[src/rtl/cla_accum_ctrl.sv]
`default_nettype none
// ============================================================================
//  Module   : cla_accum_ctrl
//  Purpose  : Accumulates a batch of N_OPS unsigned 8-bit operands using an
//             external combinational 8-bit carry-lookahead adder for the low
//             byte. The adder's carry ripples into the upper accumulator
//             bits. When a batch is complete, the total is presented
//             downstream and then cleared.
//  Ports    : clk, rst_n (sync, active-low), clr (sync batch abort)
//             in_valid/in_ready/in_data  : operand stream
//             cla_a/cla_b -> cla_8bit, cla_sum <- cla_8bit (9 bits)
//             out_valid/out_ready/out_sum/out_ovf : batch result stream
//  Revision : 1.0 - initial release
// ============================================================================
module cla_accum_ctrl #(
    parameter int N_OPS = 4,
    parameter int ACC_W = 16
) (
    input  logic             clk,
    input  logic             rst_n,
    input  logic             clr,
    input  logic             in_valid,
    output logic             in_ready,
    input  logic [7:0]       in_data,
    output logic [7:0]       cla_a,
    output logic [7:0]       cla_b,
    input  logic [8:0]       cla_sum,
    output logic             out_valid,
    input  logic             out_ready,
    output logic [ACC_W-1:0] out_sum,
    output logic             out_ovf
);

    localparam int CNT_W = $clog2(N_OPS + 1);
    localparam int HI_W  = ACC_W - 8;

    localparam logic [0:0] ST_ACC  = 1'b0;
    localparam logic [0:0] ST_HOLD = 1'b1;

    logic [0:0]       state_q, state_d;
    logic [ACC_W-1:0] acc_q, acc_d;
    logic [CNT_W-1:0] cnt_q, cnt_d;
    logic             ovf_q, ovf_d;

    logic             beat;
    logic [HI_W:0]    hi_sum;

    // The adder sees the low byte of the running total and the raw operand.
    assign cla_a = acc_q[7:0];
    assign cla_b = in_data;

    assign beat = in_valid & in_ready;

    // Upper bits absorb the adder's carry; the extra MSB is the wrap-out.
    assign hi_sum = {1'b0, acc_q[ACC_W-1:8]} + {{HI_W{1'b0}}, cla_sum[8]};

    // ------------------------------------------------------------------
    // State register
    // ------------------------------------------------------------------
    always_ff @(posedge clk) begin
        if (!rst_n) begin
            state_q <= ST_ACC;
            acc_q   <= '0;
            cnt_q   <= '0;
            ovf_q   <= 1'b0;
        end else begin
            state_q <= state_d;
            acc_q   <= acc_d;
            cnt_q   <= cnt_d;
            ovf_q   <= ovf_d;
        end
    end

    // ------------------------------------------------------------------
    // Next-state and datapath
    // ------------------------------------------------------------------
    always_comb begin
        state_d = state_q;
        acc_d   = acc_q;
        cnt_d   = cnt_q;
        ovf_d   = ovf_q;
        if (clr) begin
            // Abort wins over any handshake in the same cycle.
            state_d = ST_ACC;
            acc_d   = '0;
            cnt_d   = '0;
            ovf_d   = 1'b0;
        end else begin
            case (state_q)
                ST_ACC: begin
                    if (beat) begin
                        acc_d = {hi_sum[HI_W-1:0], cla_sum[7:0]};
                        ovf_d = ovf_q | hi_sum[HI_W];
                        if (cnt_q == CNT_W'(N_OPS - 1)) begin
                            cnt_d   = '0;
                            state_d = ST_HOLD;
                        end else begin
                            cnt_d = cnt_q + CNT_W'(1);
                        end
                    end
                end
                ST_HOLD: begin
                    if (out_ready) begin
                        acc_d   = '0;
                        ovf_d   = 1'b0;
                        state_d = ST_ACC;
                    end
                end
                default: begin
                    state_d = ST_ACC;
                end
            endcase
        end
    end

    // ------------------------------------------------------------------
    // Outputs
    // ------------------------------------------------------------------
    always_comb begin
        in_ready  = rst_n && (state_q == ST_ACC);
        out_valid = (state_q == ST_HOLD);
        out_sum   = out_valid ? acc_q : '0;
        out_ovf   = out_valid & ovf_q;
    end

endmodule
`default_nettype wire

[config.mk]
export PLATFORM = sky130hd
export DESIGN_NAME = cla_accum_ctrl
export DESIGN_NICKNAME = d
export VERILOG_FILES = /design/src/rtl/cla_accum_ctrl.sv
export SDC_FILE = /design/constraint.sdc
export NUM_CORES = 1
export LEC_CHECK = 0
export BUFFER_PORTS_ARGS = -buffer_cell sky130_fd_sc_hd__buf_4
export CORE_MARGIN = 4
export CORE_UTILIZATION = 46
export CTS_BUF_LIST = sky130_fd_sc_hd__clkbuf_8
export CTS_CLUSTER_SIZE = 25
export DETAILED_ROUTE_END_ITERATION = 8
export HOLD_SLACK_MARGIN = 0.1
export PLACE_DENSITY_LB_ADDON = 0.25
export RECOVER_POWER = 50
export SLEW_MARGIN = 40
export SYNTH_ARGS = -nofsm -noshare
export SYNTH_HDL_FRONTEND = slang
export SYNTH_SLANG_ARGS = --single-unit
[constraint.sdc]
create_clock -name clk -period 1.5 [get_ports clk]
set_input_delay 0.225 -clock clk [delete_from_list [all_inputs] [get_ports clk]]
set_output_delay 0.225 -clock clk [all_outputs]
set_load 0.02 [all_outputs]
# Word level (Yosys, flattened, before mapping)
# Index checks and enable logic that the tools add are counted.
# W data, S select, Z words.
word_totals:
  latch_bits: 0
  input_bits: 22
  mem_bits_ro: 0
  ramBits: 0
  ff_bits: 21
  mem_count: 0
op_classes:
  div_mod_pow: 0
  reduce_logical: 4
  n_addsub: 2
  muxes: 12
  n_lt_le_gt_ge: 0
  mul: 0
  n_shift: 0
  n_bitwise: 5
  eq_ne: 3
ops:
  columns: ["operator", "n"]
  rows:
  - ["$mux W16", 3]
  - ["$pmux W16 S2", 1]
  - ["$add A8 B1 Y9", 1]
  - ["$mux W1", 5]
  - ["$ne A2 B2 Y1 const B", 2]
  - ["$pmux W1 S2", 2]
  - ["$reduce_and A2 Y1", 2]
  - ["$add A3 B1 Y3 const B", 1]
  - ["$eq A3 B2 Y1 const B", 1]
  - ["$mux W3", 1]
  - ["$and A1 B1 Y1", 2]
  - ["$not A1 Y1", 2]
  - ["$reduce_or A2 Y1", 1]
  - ["$logic_and A1 B1 Y1", 1]
  - ["$or A1 B1 Y1", 1]

# Depth between registers and ports, before layout
# Gate-level depths: netlist of the first run.
depth:
  depth_word: 5
  ltp_mapped: 6
  ltp_nobuf: 6

# Worst setup path after synthesis of the first run
# OpenSTA, ideal clock, no wires.
synth_timing:
  kind: "reg2out"
  startpoint: "register state_q (netlist: out_valid)"
  endpoint: "output out_sum[10]"
  t_arrival_ns: 1.235
  path_slack_ns: 0.040
  stages_incl_launch_ff: 4
  path_buffers: 2
  cell_sequence: "dfxtp_1 clkbuf_1 clkbuf_1 and2_1"
synth_via:
  elab_chain_cells: 1
synth_lines:
  columns: ["element", "line", "rtl"]
  rows:
  - ["start, declared", "40", "logic [0:0] state_q, state_d;"]
  - ["start signal, assigned", "67", "state_q <= state_d;"]
  - ["$mux W16", "122", "out_sum = out_valid ? acc_q : '0;"]
  - ["end, declared", "30", "output logic [ACC_W-1:0] out_sum,"]
# No other way between the ends.

# Worst setup path after layout of the first run
layout_timing:
  startpoint: "register state_q (netlist: out_valid)"
  endpoint: "output out_sum[0]"
# The elaborated chain is that of the path after synthesis.

==> results of run 1 <==
==> synthesized netlist by cell type <==
master,instances,area (µm²)
xnor2_1,6,52.6
nand3b_1,1,7.51
inv_1,2,7.51
and2_1,17,106
nand3_1,4,20.0
a21oi_4,1,16.3
buf_4,17,128
nand2_1,7,26.3
nand2b_1,1,6.26
a21oi_1,8,40.0
buf_2,1,5.00
nand4_1,1,6.26
clkbuf_1,3,11.3
dfxtp_1,21,420
nor2_1,19,71.3
nor3_1,1,5.00
a22oi_1,10,75.1
a211oi_1,3,22.5
nor2b_1,4,25.0
ha_1,3,37.5
nand3b_4,1,20.0
and3b_1,1,8.76
==> path summary, 6_finish.rpt <==
kind,startpoint,endpoint,cells past startpoint
hold / removal,cla_sum[3],acc_q[3]$_SDFFE_PP0P_,3
setup / recovery,out_valid$_SDFF_PP0_,out_sum[0],3
hold reg to reg,cnt_q[2]$_SDFFE_PP0P_,cnt_q[2]$_SDFFE_PP0P_,2
setup reg to reg,out_valid$_SDFF_PP0_,acc_q[2]$_SDFFE_PP0P_,4
==> worst max-delay path: cells and delay by family (launching register included) <==
family / cells / cell delay (ps)
DFF: 1 / 400
and+or+nand+nor: 1 / 140
buffers and inverters: 2 / 340
==> cell type report <==
class | instances | area, µm²
inverters | 2 | 7.51
clock inverters | 1 | 3.75
fillers | 205 | 910
flip-flops and latches | 21 | 420
multi-input cells | 88 | 547
well taps | 28 | 35.0
clock buffers | 3 | 41.3
repair buffers | 43 | 290
==> state kept, by name, indices dropped and copies added (netlist names) <==
name	flops
ovf_q	1
out_valid	1
cnt_q	3
acc_q	16
==> power breakdown <==
part	internal [mW]	switching, mW	total, mW
Clock	0.182	0.175	0.357
Sequential	0.563	0.00438	0.568
Combinational	0.0423	0.0480	0.0903
==> cell families (layout without fill, tap and decap cells) <==
group,after synthesis,after routing,synth area share (%)
and+or+nand+nor,57,57,27.1
buffers and inverters,23,49,13.5
AOI/OAI and AO/OA,22,22,13.8
DFF,21,21,37.6
xor gates and xnor gates,6,6,4.70
adders and majority gates,3,3,3.36
==> per-layer routing <==
layer  up-vias  GRT usage, %  part of all wire (%)
met5         -             0                     0
met4         0          3.97                  0.42
met3         2          4.98                   7.6
met2        27          27.2                    51
met1       423          16.4                    41
li1        477             -                     -
==> per-stage QoR <==
step	worst slack, ps	util [%]	hold slack (ps)
finish	139	59.7	213
global route	46.0	59.7	215
CTS	123	61.1	212
detailed placement	182	59.1	430
global placement	233	59.1	420
floorplan	40.0	-	386
==> metrics.md, run 1 <==
| Metric | Value |
|---|---|
| First-pass GRT wire length | 3940 µm |
| Setup TNS | 0 ps |
| Vias in the first global route | 865 |
| DRC | 0 |
| Placed cells | 182 |
| Nets | approximately 180 |
| Slowest-stage cell, CP | dfxtp_1 |
| Crit-path cells | buf_4, and2_1, buf_4 |
| Req. time, crit path | 1270 ps |
| Setup Viol. Count Final | 0 |
| Vias | a little over 900 |
| Final WL | 2360 µm |
| Routability Congestion | 0.803 |
| Initial Utilization | 49.6% |
| Critical Path AT | roughly 1100 ps |
| Worst Clk Skew | 3.49 ps |
| Clock latency at the later pin of the worst-skew pair | 250 ps |
| Relative slew slack | between 60% and 70% |
| Core box area | around 2300 µm² |
| DR vias/cell | 4.99 |
| Synthesis Warnings | 0 |
| Pin count of the biggest net entering global routing | 14 |
| Syn Area/Cell | around 8.5 µm² |
| Worst VDD drop | 0.000491 V |
| Non-filler cells, final | about 190 |
| Starting DRT DRC Count | 15 |
| Max-Cap Viols | 0 |
| Synth Instances | 132 |
| Kind of end point of the critical path | output port |
| # rows | 17 |
| Most used cell, CP | buf_4 |
| Hold-fix buffers, CTS | 0 |
| Most common cell after layout, fill and taps aside | buf_4 |
| Mapped Area | 1120 µm² |
| Share of cells above drive strength 1 | 25.3% |
| Max incr delay on CP | approximately 400 ps |
| Grt ovf | 0 |
| DP HPWL | approximately 1800 µm |
| Antenna-violating nets left | 0 |
| Mapped Nets | 157 |
| Diode count | 0 |
| Num CTS Buffers | 3 |
| Design Power | about 1.0 mW |
| Die area | 3280 µm² |
| Clock Path Buffers | 2 |
| Initial antenna violation count | 0 |
| DRT Pass-1 Iters | 4 |
| Final Max Slew Viols | 0 |
| Worst Hold Class | input pin to flop |
| Dpl cell area | 1330 µm² |
| Root Driver | clkbuf_8 |
| Seq/Total Area, Yosys | 37.6% |
| Worst-path fanout max | 12 |
| Final period util | a little over 90% |
| Clock-pin slew on the worst setup and hold paths | 80 ps |
| CP Class | flop to output port |
| CTS Sinks | 21 |
| Slew @ Worst Pin | 484 ps |
| Tot GR Track Use | about 15% |
| CTS tree | yes |
| RSZ-0062 raised after global routing | no |
| Pwr/cell area | 754 nW/µm² |
| Hold Fails Final Rpt | 0 |
| H-tree levels | 1 |
| Fin crit period | about 1400 ps |
| Routed length per instance | 12.7 µm |
| R2r setup slk | 170 ps |
| Port-buffer cells | 40 |
| Post-CTS setup buffer count | 0 |
| Layout area overhead | 20.2% |
| Reported leakage power | 0.556 nW |
| I/O pins | 57 |
| Die Y | 57.3 µm |
| Post-cts resize count | 0 |
| Yosys reg bits | 21 |
| Die W | about 57 µm |
| Yosys cell types | 22 |
| Post-Layout Inst Area | 1350 µm² |
| Outcome | finished clean |
| Commonest non-fill, non-tap cells in the layout | buf_4, dfxtp_1, nor2_1 |
| F_max | approximately 730 MHz |
| CP Launch Type | flop |
Note: power is estimated with default switching activity, not from simulation.
==> inputs of run 2 (changes only) <==
- BUFFER_PORTS_ARGS: -buffer_cell sky130_fd_sc_hd__buf_4 -> -buffer_cell sky130_fd_sc_hd__buf_2
- PLACE_DENSITY: default -> 0.8
- PLACE_DENSITY_LB_ADDON: 0.25 -> default
==> metrics.md, run 2 (synthesis gave the netlist of run 1 again) <==
| Metric | Value |
|---|---|
| Port-buffer cells | 40 |
| Combinational Power Share | 8.0% |
| Dpl cell area | roughly 1200 µm² |
| CTS tree | yes |
| Sequential share of power | 57.0% |
| Grt ovf | 0 |
| DP HPWL | 1880 µm |
| F_max | 723 MHz |
| Slew @ Worst Pin | 479 ps |
| Pin count of the biggest net entering global routing | 14 |
| DR vias/cell | 4.95 |
| Max-Cap Viols | 0 |
| Max reg flops | 16 |
| Routability Congestion | 0.703 |
| Psw | 0.220 mW |
| Hold Fails Final Rpt | 0 |
| Die area | 3280 µm² |
| Area of the multi-input gates | 547 µm² |
| # rows | 17 |
| Antenna-violating nets left | 0 |
| Commonest non-fill, non-tap cells in the layout | buf_2, dfxtp_1, nor2_1 |
| Worst-path fanout max | 13 |
| Tot GR Track Use | 15.2% |
| Vias | 921 |
| FF+latch area | 420 µm² |
| Switching Share | 22.1% |
| RSZ-0062 raised after global routing | no |
| Fin crit period | ~1400 ps |
| Clock-pin slew on the worst setup and hold paths | around 70 ps |
| Clock latency at the later pin of the worst-skew pair | 250 ps |
| Fin Hold WS | about 230 ps |
| Setup Viol. Count Final | 0 |
| Final Max Slew Viols | 0 |
| Critical Path AT | 1160 ps |
| I/O pins | between 50 and 60 |
| Post-Layout Inst Area | 1260 µm² |
| CP Launch Type | flop |
| Post-CTS setup buffer count | 0 |
| Clock power frac | between 30% and 40% |
| DRT Pass-1 Iters | 4 |
| Worst VDD drop | 0.000707 V |
| Reported leakage power | approximately 0.54 nW |
| Nets | 184 |
| P_int | 0.777 mW |
| CP Class | flop to output port |
| Clock Path Buffers | 2 |
| Most common cell after layout, fill and taps aside | buf_2 |
| Worst Clk Skew | roughly 1.9 ps |
| Pwr/cell area | about 790 nW/µm² |
| Outcome | finished clean |
| Vias in the first global route | 913 |
| Die Y | 57.3 µm |
| Routed length per instance | 12.5 µm |
| Share of cells above drive strength 1 | 24.7% |
| Num CTS Buffers | 3 |
| Post-cts resize count | 0 |
| Req. time, crit path | 1270 ps |
| Top reg by flops | acc_q |
| Final period util | 92.2% |
| Initial Utilization | 49.6% |
| Layout fillers | approximately 220 |
| Kind of end point of the critical path | output port |
| H-tree levels | 1 |
| Initial antenna violation count | 0 |
| Root Driver | clkbuf_8 |
| First-pass GRT wire length | roughly 4100 µm |
| Core box area | 2250 µm² |
| DRC | 0 |
| Worst Hold Class | input pin to flop |
| Starting DRT DRC Count | 15 |
| Diode count | 0 |
| Relative slew slack | 68.1% |
| CTS Sinks | 21 |
| Die W | roughly 57 µm |
| Final WL | 2330 µm |
| Top flop regs | acc_q x16, cnt_q x3 |
| Layout area overhead | 13.0% |
| Hold-fix buffers, CTS | 0 |
| Setup TNS | 0 ps |
[run 2: cell count changes in the layout (fill, tap and decap cells not counted), sizes merged]
cell | before | now
buf | 34 | 33
clkbuf | 12 | 13
[run 2: worst max-delay path, stage by stage, from the launching register on]
cell and delay [ps]:
dfxtp_1 390, buf_4 210, and2_1 150, buf_2 160
[run 2: worst paths after layout]
check,start,to,slack (ps),cells past startpoint
worst min register to register,cnt_q[2]$_SDFFE_PP0P_,cnt_q[2]$_SDFFE_PP0P_,440,2
worst max-delay path,out_valid$_SDFF_PP0_,out_sum[6],120,3
worst min-delay path,cla_sum[4],acc_q[4]$_SDFFE_PP0P_,230,3
worst max register to register,acc_q[8]$_SDFFE_PP0P_,acc_q[14]$_SDFFE_PP0P_,170,6
[run 2: power groups by stage]
stage	logic [mW]	clock network (mW)	registers, mW
2_1_floorplan	0.0869	0	0.580
3_3_place_gp	0.0809	0	0.580
3_5_place_dp	0.0838	0	0.581
4_1_cts	0.0839	0.361	0.568
5_1_grt	0.0889	0.392	0.569
6_report	0.0800	0.348	0.568
[run 2: per-stage QoR]
step,cells,power (mW),setup slack [ps],utilization [%]
2_1_floorplan,132,0.667,40.0,-
3_3_place_gp,182,0.661,234,54.7
3_5_place_dp,182,0.664,169,54.7
4_1_cts,186,1.01,102,56.7
5_1_grt,186,1.05,27.5,56.0
6_report,186,0.997,117,56.0
[run 2: final cells by class]
cell class,instances,area share (%)
Tap cell,28,2.77
Clock buffer,3,3.27
Clock inverter,1,0.297
Inverter,2,0.594
Multi-Input combinational cell,88,43.3
Sequential cell,21,33.3
Timing Repair Buffer,43,16.5
[run 2: per-layer routing]
layer	vias up	global-route usage, %	wire [µm]
li1	475	-	-
met1	406	18.1	980
met2	38	26.9	1150
met3	2	5.20	195
met4	0	1.99	7
met5	-	0	0
